[src/rtl/bus_drvr_fifo_if.sv]
// Device/bus-side signal bundle for one bus_drvr_fifo instance.
// The slave modport is the queue itself; the master modport is the device plus the bus reader.
interface bus_drvr_fifo_if #(
  parameter int pckg_sz = 16,
  parameter int depth   = 8
);
  localparam int CW = $clog2(depth + 1);

  logic               push;
  logic [pckg_sz-1:0] D_push;
  logic               full;
  logic               almost_full;
  logic               pop;
  logic [pckg_sz-1:0] D_pop;
  logic               pndng;
  logic [CW-1:0]      count;
  logic               ovf;
  logic               udf;
  logic               flag_clr;

  modport slave (
    input  push, D_push, pop, flag_clr,
    output full, almost_full, D_pop, pndng, count, ovf, udf
  );

  modport master (
    output push, D_push, pop, flag_clr,
    input  full, almost_full, D_pop, pndng, count, ovf, udf
  );
endinterface

[src/rtl/bus_drvr_fifo.sv]
// Per-device transmit queue with a first-word-fall-through head for the bus arbiter.
// Circular buffer of any depth >= 2, sticky overflow/underflow flags, and an asynchronous active-low reset.
module bus_drvr_fifo #(
  parameter int pckg_sz = 16,
  parameter int depth   = 8,
  parameter int af_lvl  = depth - 2
) (
  input  logic           clk,
  input  logic           reset,
  bus_drvr_fifo_if.slave bus
);
  localparam int CW = $clog2(depth + 1);
  localparam int PW = $clog2(depth);

  logic [pckg_sz-1:0] mem_q [depth];
  logic [PW-1:0]      wr_ptr_q, wr_ptr_d;
  logic [PW-1:0]      rd_ptr_q, rd_ptr_d;
  logic [CW-1:0]      count_q, count_d;
  logic               ovf_q, ovf_d;
  logic               udf_q, udf_d;

  logic is_empty, is_full, do_pop, do_push;

  // Pointers wrap at depth-1 explicitly, so non-power-of-two depths work.
  function automatic logic [PW-1:0] ptr_next(input logic [PW-1:0] p);
    return (p == PW'(depth - 1)) ? '0 : p + 1'b1;
  endfunction

  assign is_empty = (count_q == '0);
  assign is_full  = (count_q == CW'(depth));
  assign do_pop   = bus.pop && !is_empty;
  // A pop in the same cycle frees the head slot, so a push on a full queue still lands.
  assign do_push  = bus.push && (!is_full || do_pop);

  always_comb begin
    wr_ptr_d = wr_ptr_q;
    rd_ptr_d = rd_ptr_q;
    count_d  = count_q;
    if (do_push) wr_ptr_d = ptr_next(wr_ptr_q);
    if (do_pop)  rd_ptr_d = ptr_next(rd_ptr_q);
    case ({do_push, do_pop})
      2'b10:   count_d = count_q + CW'(1);
      2'b01:   count_d = count_q - CW'(1);
      default: count_d = count_q;
    endcase
    // A set event outranks flag_clr in the same cycle.
    ovf_d = (ovf_q && !bus.flag_clr) || (bus.push && !do_push);
    udf_d = (udf_q && !bus.flag_clr) || (bus.pop && is_empty);
  end

  always_ff @(posedge clk or negedge reset) begin
    if (!reset) begin
      wr_ptr_q <= '0;
      rd_ptr_q <= '0;
      count_q  <= '0;
      ovf_q    <= 1'b0;
      udf_q    <= 1'b0;
    end else begin
      wr_ptr_q <= wr_ptr_d;
      rd_ptr_q <= rd_ptr_d;
      count_q  <= count_d;
      ovf_q    <= ovf_d;
      udf_q    <= udf_d;
    end
  end

  // Storage is never reset; stale entries are hidden by the D_pop gate below.
  always_ff @(posedge clk) begin
    if (do_push) mem_q[wr_ptr_q] <= bus.D_push;
  end

  assign bus.pndng       = !is_empty;
  assign bus.full        = is_full;
  assign bus.almost_full = (count_q >= CW'(af_lvl));
  assign bus.count       = count_q;
  assign bus.ovf         = ovf_q;
  assign bus.udf         = udf_q;
  assign bus.D_pop       = is_empty ? '0 : mem_q[rd_ptr_q];
endmodule

[src/flat_wrapper.sv]
// flat-port wrapper written by rule: the top's interface ports become plain ports
module bus_drvr_fifo_flat 
#(
  parameter int pckg_sz = 16,
  parameter int depth   = 8,
  parameter int af_lvl  = depth - 2
)
  (clk, reset, bus_push, bus_D_push, bus_pop, bus_flag_clr, bus_full, bus_almost_full, bus_D_pop, bus_pndng, bus_count, bus_ovf, bus_udf);
  bus_drvr_fifo_if #(.pckg_sz(pckg_sz), .depth(depth)) bus_i ();
  input  logic clk;
  input  logic reset;
  input wire logic [$bits(bus_i.push)-1:0] bus_push;
  input wire logic [$bits(bus_i.D_push)-1:0] bus_D_push;
  input wire logic [$bits(bus_i.pop)-1:0] bus_pop;
  input wire logic [$bits(bus_i.flag_clr)-1:0] bus_flag_clr;
  output wire logic [$bits(bus_i.full)-1:0] bus_full;
  output wire logic [$bits(bus_i.almost_full)-1:0] bus_almost_full;
  output wire logic [$bits(bus_i.D_pop)-1:0] bus_D_pop;
  output wire logic [$bits(bus_i.pndng)-1:0] bus_pndng;
  output wire logic [$bits(bus_i.count)-1:0] bus_count;
  output wire logic [$bits(bus_i.ovf)-1:0] bus_ovf;
  output wire logic [$bits(bus_i.udf)-1:0] bus_udf;
  assign bus_i.push = bus_push;
  assign bus_i.D_push = bus_D_push;
  assign bus_i.pop = bus_pop;
  assign bus_i.flag_clr = bus_flag_clr;
  assign bus_full = bus_i.full;
  assign bus_almost_full = bus_i.almost_full;
  assign bus_D_pop = bus_i.D_pop;
  assign bus_pndng = bus_i.pndng;
  assign bus_count = bus_i.count;
  assign bus_ovf = bus_i.ovf;
  assign bus_udf = bus_i.udf;
  bus_drvr_fifo #(.pckg_sz(pckg_sz), .depth(depth), .af_lvl(af_lvl)) u_core (.clk(clk), .reset(reset), .bus(bus_i));
endmodule
[config.mk]
export PLATFORM = sky130hd
export DESIGN_NAME = bus_drvr_fifo_flat
export DESIGN_NICKNAME = d
export VERILOG_FILES = /design/src/rtl/bus_drvr_fifo_if.sv /design/src/rtl/bus_drvr_fifo.sv /design/src/flat_wrapper.sv
export SDC_FILE = /design/constraint.sdc
export NUM_CORES = 1
export LEC_CHECK = 0
export BUFFER_PORTS_ARGS = -buffer_cell sky130_fd_sc_hd__clkbuf_2
export CAP_MARGIN = 20
export CORE_MARGIN = 1
export CORE_UTILIZATION = 30
export CTS_CLUSTER_DIAMETER = 200
export CTS_CLUSTER_SIZE = 30
export DETAILED_ROUTE_END_ITERATION = 12
export MAX_ROUTING_LAYER = met4
export PLACE_DENSITY_LB_ADDON = 0.2
export SLEW_MARGIN = 20
export SYNTH_ARGS = -nofsm -noshare
export SYNTH_HDL_FRONTEND = slang
export SYNTH_SLANG_ARGS = --single-unit
[constraint.sdc]
create_clock -name clk -period 2.9 [get_ports clk]
set_input_delay 0.29 -clock clk [delete_from_list [all_inputs] [get_ports clk]]
set_output_delay 0.29 -clock clk [all_outputs]
set_load 0.02 [all_outputs]
==> reports/qor.yml <==
coreArea_um2: 18100
synthesis.area_um2: 5620
grt_start_max_net_pins: 35
maxSlewViolCount: 0
diodes: 0
clock_skew_ns: 0.00621
hp-start: "bus_D_push[12]"
synth-seq-cells: 140
fin_crit_sh_pct: 82.2
crit_type: "reg -> out"
cts_resized: 0
wirelength_um: 11300
power.leakage_uw: 0.00240
synthTopCellsByArea: "edfxtp_1 (68%), mux4_2 (13%), dfrtp_1 (5.3%)"
cts.path.max_buffers: 2
hpwl_um: 6590
drt_iter0_drc: 159
synth_top_area_share_pct: 68.4
row_count: 49
drive_above_1_share_pct: 37.3
synth_edf_count: 128
final-hold-violation-count: 0
antenna_found_initial: 0
yosysWarnings: 0
die_w_um: 139
setup-tns-final_ns: 0
r2r_start: "u_core.bus.count[1]"
worstSetupEndpointType: "output port"
cts-buffers-inserted: 17
p_per_area_nw_per_um2: 1070
endpoint: "bus_D_pop[12]"
grt-ovfl-total: 0
yosysMostFrequentCell: "edfxtp_1"
ys.flop_type: "edfxtp_1"
ant_nets: 0
drc: 4
avgViaCountPerCell: 4.67
fin_crit_ns: 2.38
clk_latency_ns: 0.41
wire_per_inst_um: 19.3
whs_path_depth: 1
clk_pin_slew_ns: 0.06
ios: 46
postCtsSetupBuffers: 0
portBuffers: 45
maxCapViolCount: 0
crit_arrival_ns: 2.09
worstMarginPinSlew_ns: 0.837
rr_endpoint: "u_core.mem_q[1][13]"
max_freq_mhz: 420
place.gp.congestion: 0.734
min_path_type: "in -> reg"
die_y_um: 139
status: "finished, violations left"
reg2reg_depth: 5
yosysUniqueCellTypes: 32
slew_headroom_pct: 44.2
firstDrtPassIters: 10
cts_tree: "built"
postSynthCellCount: 274
cp-startpoint: "u_core.rd_ptr_q[2]"
worstPathMaxFanout: 11
ys_seq_area_share_pct: 73.8
syn_nets: 302
ff2ff_setup_slack_ns: 0.55
vdd_ir_drop_max_mv: 0.405
final_area_um2: 6810
synthTopCellsByCount: "edfxtp_1 (128), mux4_2 (32), nor2_1 (22)"
ys_async_sr_fraction_pct: 8.57
cts_sinks: 140
die_area_um2: 19300
rsz0062_at_grt: "no"
crit_required_ns: 2.61
num_vias: 2720
grt.total_usage_pct: 13.0
synth_area_per_cell_um2: 20.5
root_buffer: "clkbuf_16"
placed_area_um2: 6200
grt_pass1_wl_um: 17400
setup_viol: 0
nets: 369
fill_cells: 1686
htree_levels: 4
violations: "DRC"
yosysTopAreaCell: "edfxtp_1"
start_kind: "flop"
syn_to_final_growth_pct: 21.3
holdBufCountCts: 1
start_util_pct: 31.0
grt_pass1_vias: 2878
==> critical path: stages, from the launching register on <==
cell	delay, ns
dfrtp_1	0.88
buf_4	0.35
mux2i_1	0.22
nor2_1	0.05
clkbuf_2	0.16
==> report_power, final <==
group | switching (uW) | internal, uW
Combinational | 1280 | 993
Sequential | 246 | 2560
Clock | 796 | 1420
Total | 2320 | 4980
==> sequential cells by signal, indices dropped and copies added, names as in the netlist <==
| name | cells |
|---|---|
| u_core.bus.count | 4 |
| u_core.bus.udf | 1 |
| u_core.wr_ptr_q | 3 |
| u_core.rd_ptr_q | 3 |
| u_core.bus.ovf | 1 |
| u_core.mem_q | 128 |
==> cells by family after synthesis <==
family                   Yosys count  synth area share [%]
AND/OR/NAND/NOR                   41                  3.74
buffers and inverters             17                  1.92
XOR/XNOR                           5                 0.780
multiplexers                      53                  16.7
flip-flops                       140                  73.8
adder cells (fa/ha/maj)            7                  1.56
AO/OA/AOI/OAI                     11                  1.54
==> per-stage QoR <==
step / setup slack [ns] / power (uW) / util, % / hold WS (ns) / cells
2_1_floorplan: 0.311 / 4450 / - / -0.00559 / 274
3_3_place_gp: 0.621 / 5170 / 34.1 / 0.194 / 550
3_5_place_dp: 0.501 / 5210 / 34.1 / 0.202 / 550
4_1_cts: 0.448 / 7460 / 37.5 / 0.128 / 583
5_1_grt: 0.360 / 7670 / 37.5 / 0.156 / 583
6_report: 0.517 / 7300 / 37.5 / 0.145 / 583
==> cells in the final DEF (no fill, tap or decap), drive strengths merged <==
| cell | instances |
|---|---|
| a21oi | 2 |
| buf | 15 |
| nand2 | 4 |
| a31oi | 1 |
| dlygate4sd3 | 1 |
| mux2 | 5 |
| nor3b | 2 |
| nor2 | 22 |
| bufinv | 4 |
| nand3b | 1 |
| nor3 | 6 |
| nand2b | 4 |
| mux2i | 16 |
| dfrtp | 12 |
| a211o | 1 |
| inv | 4 |
| edfxtp | 128 |
| xor2 | 4 |
| a21o | 2 |
| xnor2 | 1 |
| a22o | 2 |
| clkinv | 8 |
| ha | 7 |
| clkbuf | 63 |
| nor4 | 2 |
| clkinvlp | 2 |
| mux4 | 32 |
| o21ai | 2 |
| o211ai | 1 |
==> layer usage <==
| layer | track usage, % | part of all wire [%] |
|---|---|---|
| met2 | 19.9 | 49 |
| met4 | 5.26 | 0.96 |
| met1 | 16.2 | 46 |
| met3 | 3.66 | 3.5 |
| met5 | - | 0 |
==> worst min-delay path by stage <==
stage / endpoint / slack, ns
after floorplan: u_core.bus.count[0] / -0.006
after CTS: u_core.mem_q[5][12] / 0.13
after global routing: u_core.mem_q[6][6] / 0.16
final: u_core.mem_q[5][12] / 0.15
after detailed placement: u_core.bus.count[2] / 0.20
after global placement: u_core.bus.count[3] / 0.19
==> layout make-up <==
cell class / count / area (um^2) / area share (%)
clock inverter: 14 / 176 / 2.59
sequential: 140 / 4150 / 60.8
timing repair buffer: 61 / 360 / 5.29
inverter: 4 / 15.0 / 0.220
multi-input combinational: 117 / 1400 / 20.6
clock buffer: 18 / 429 / 6.30
tap: 229 / 287 / 4.21
Note: power is estimated with default switching activity, not from simulation.
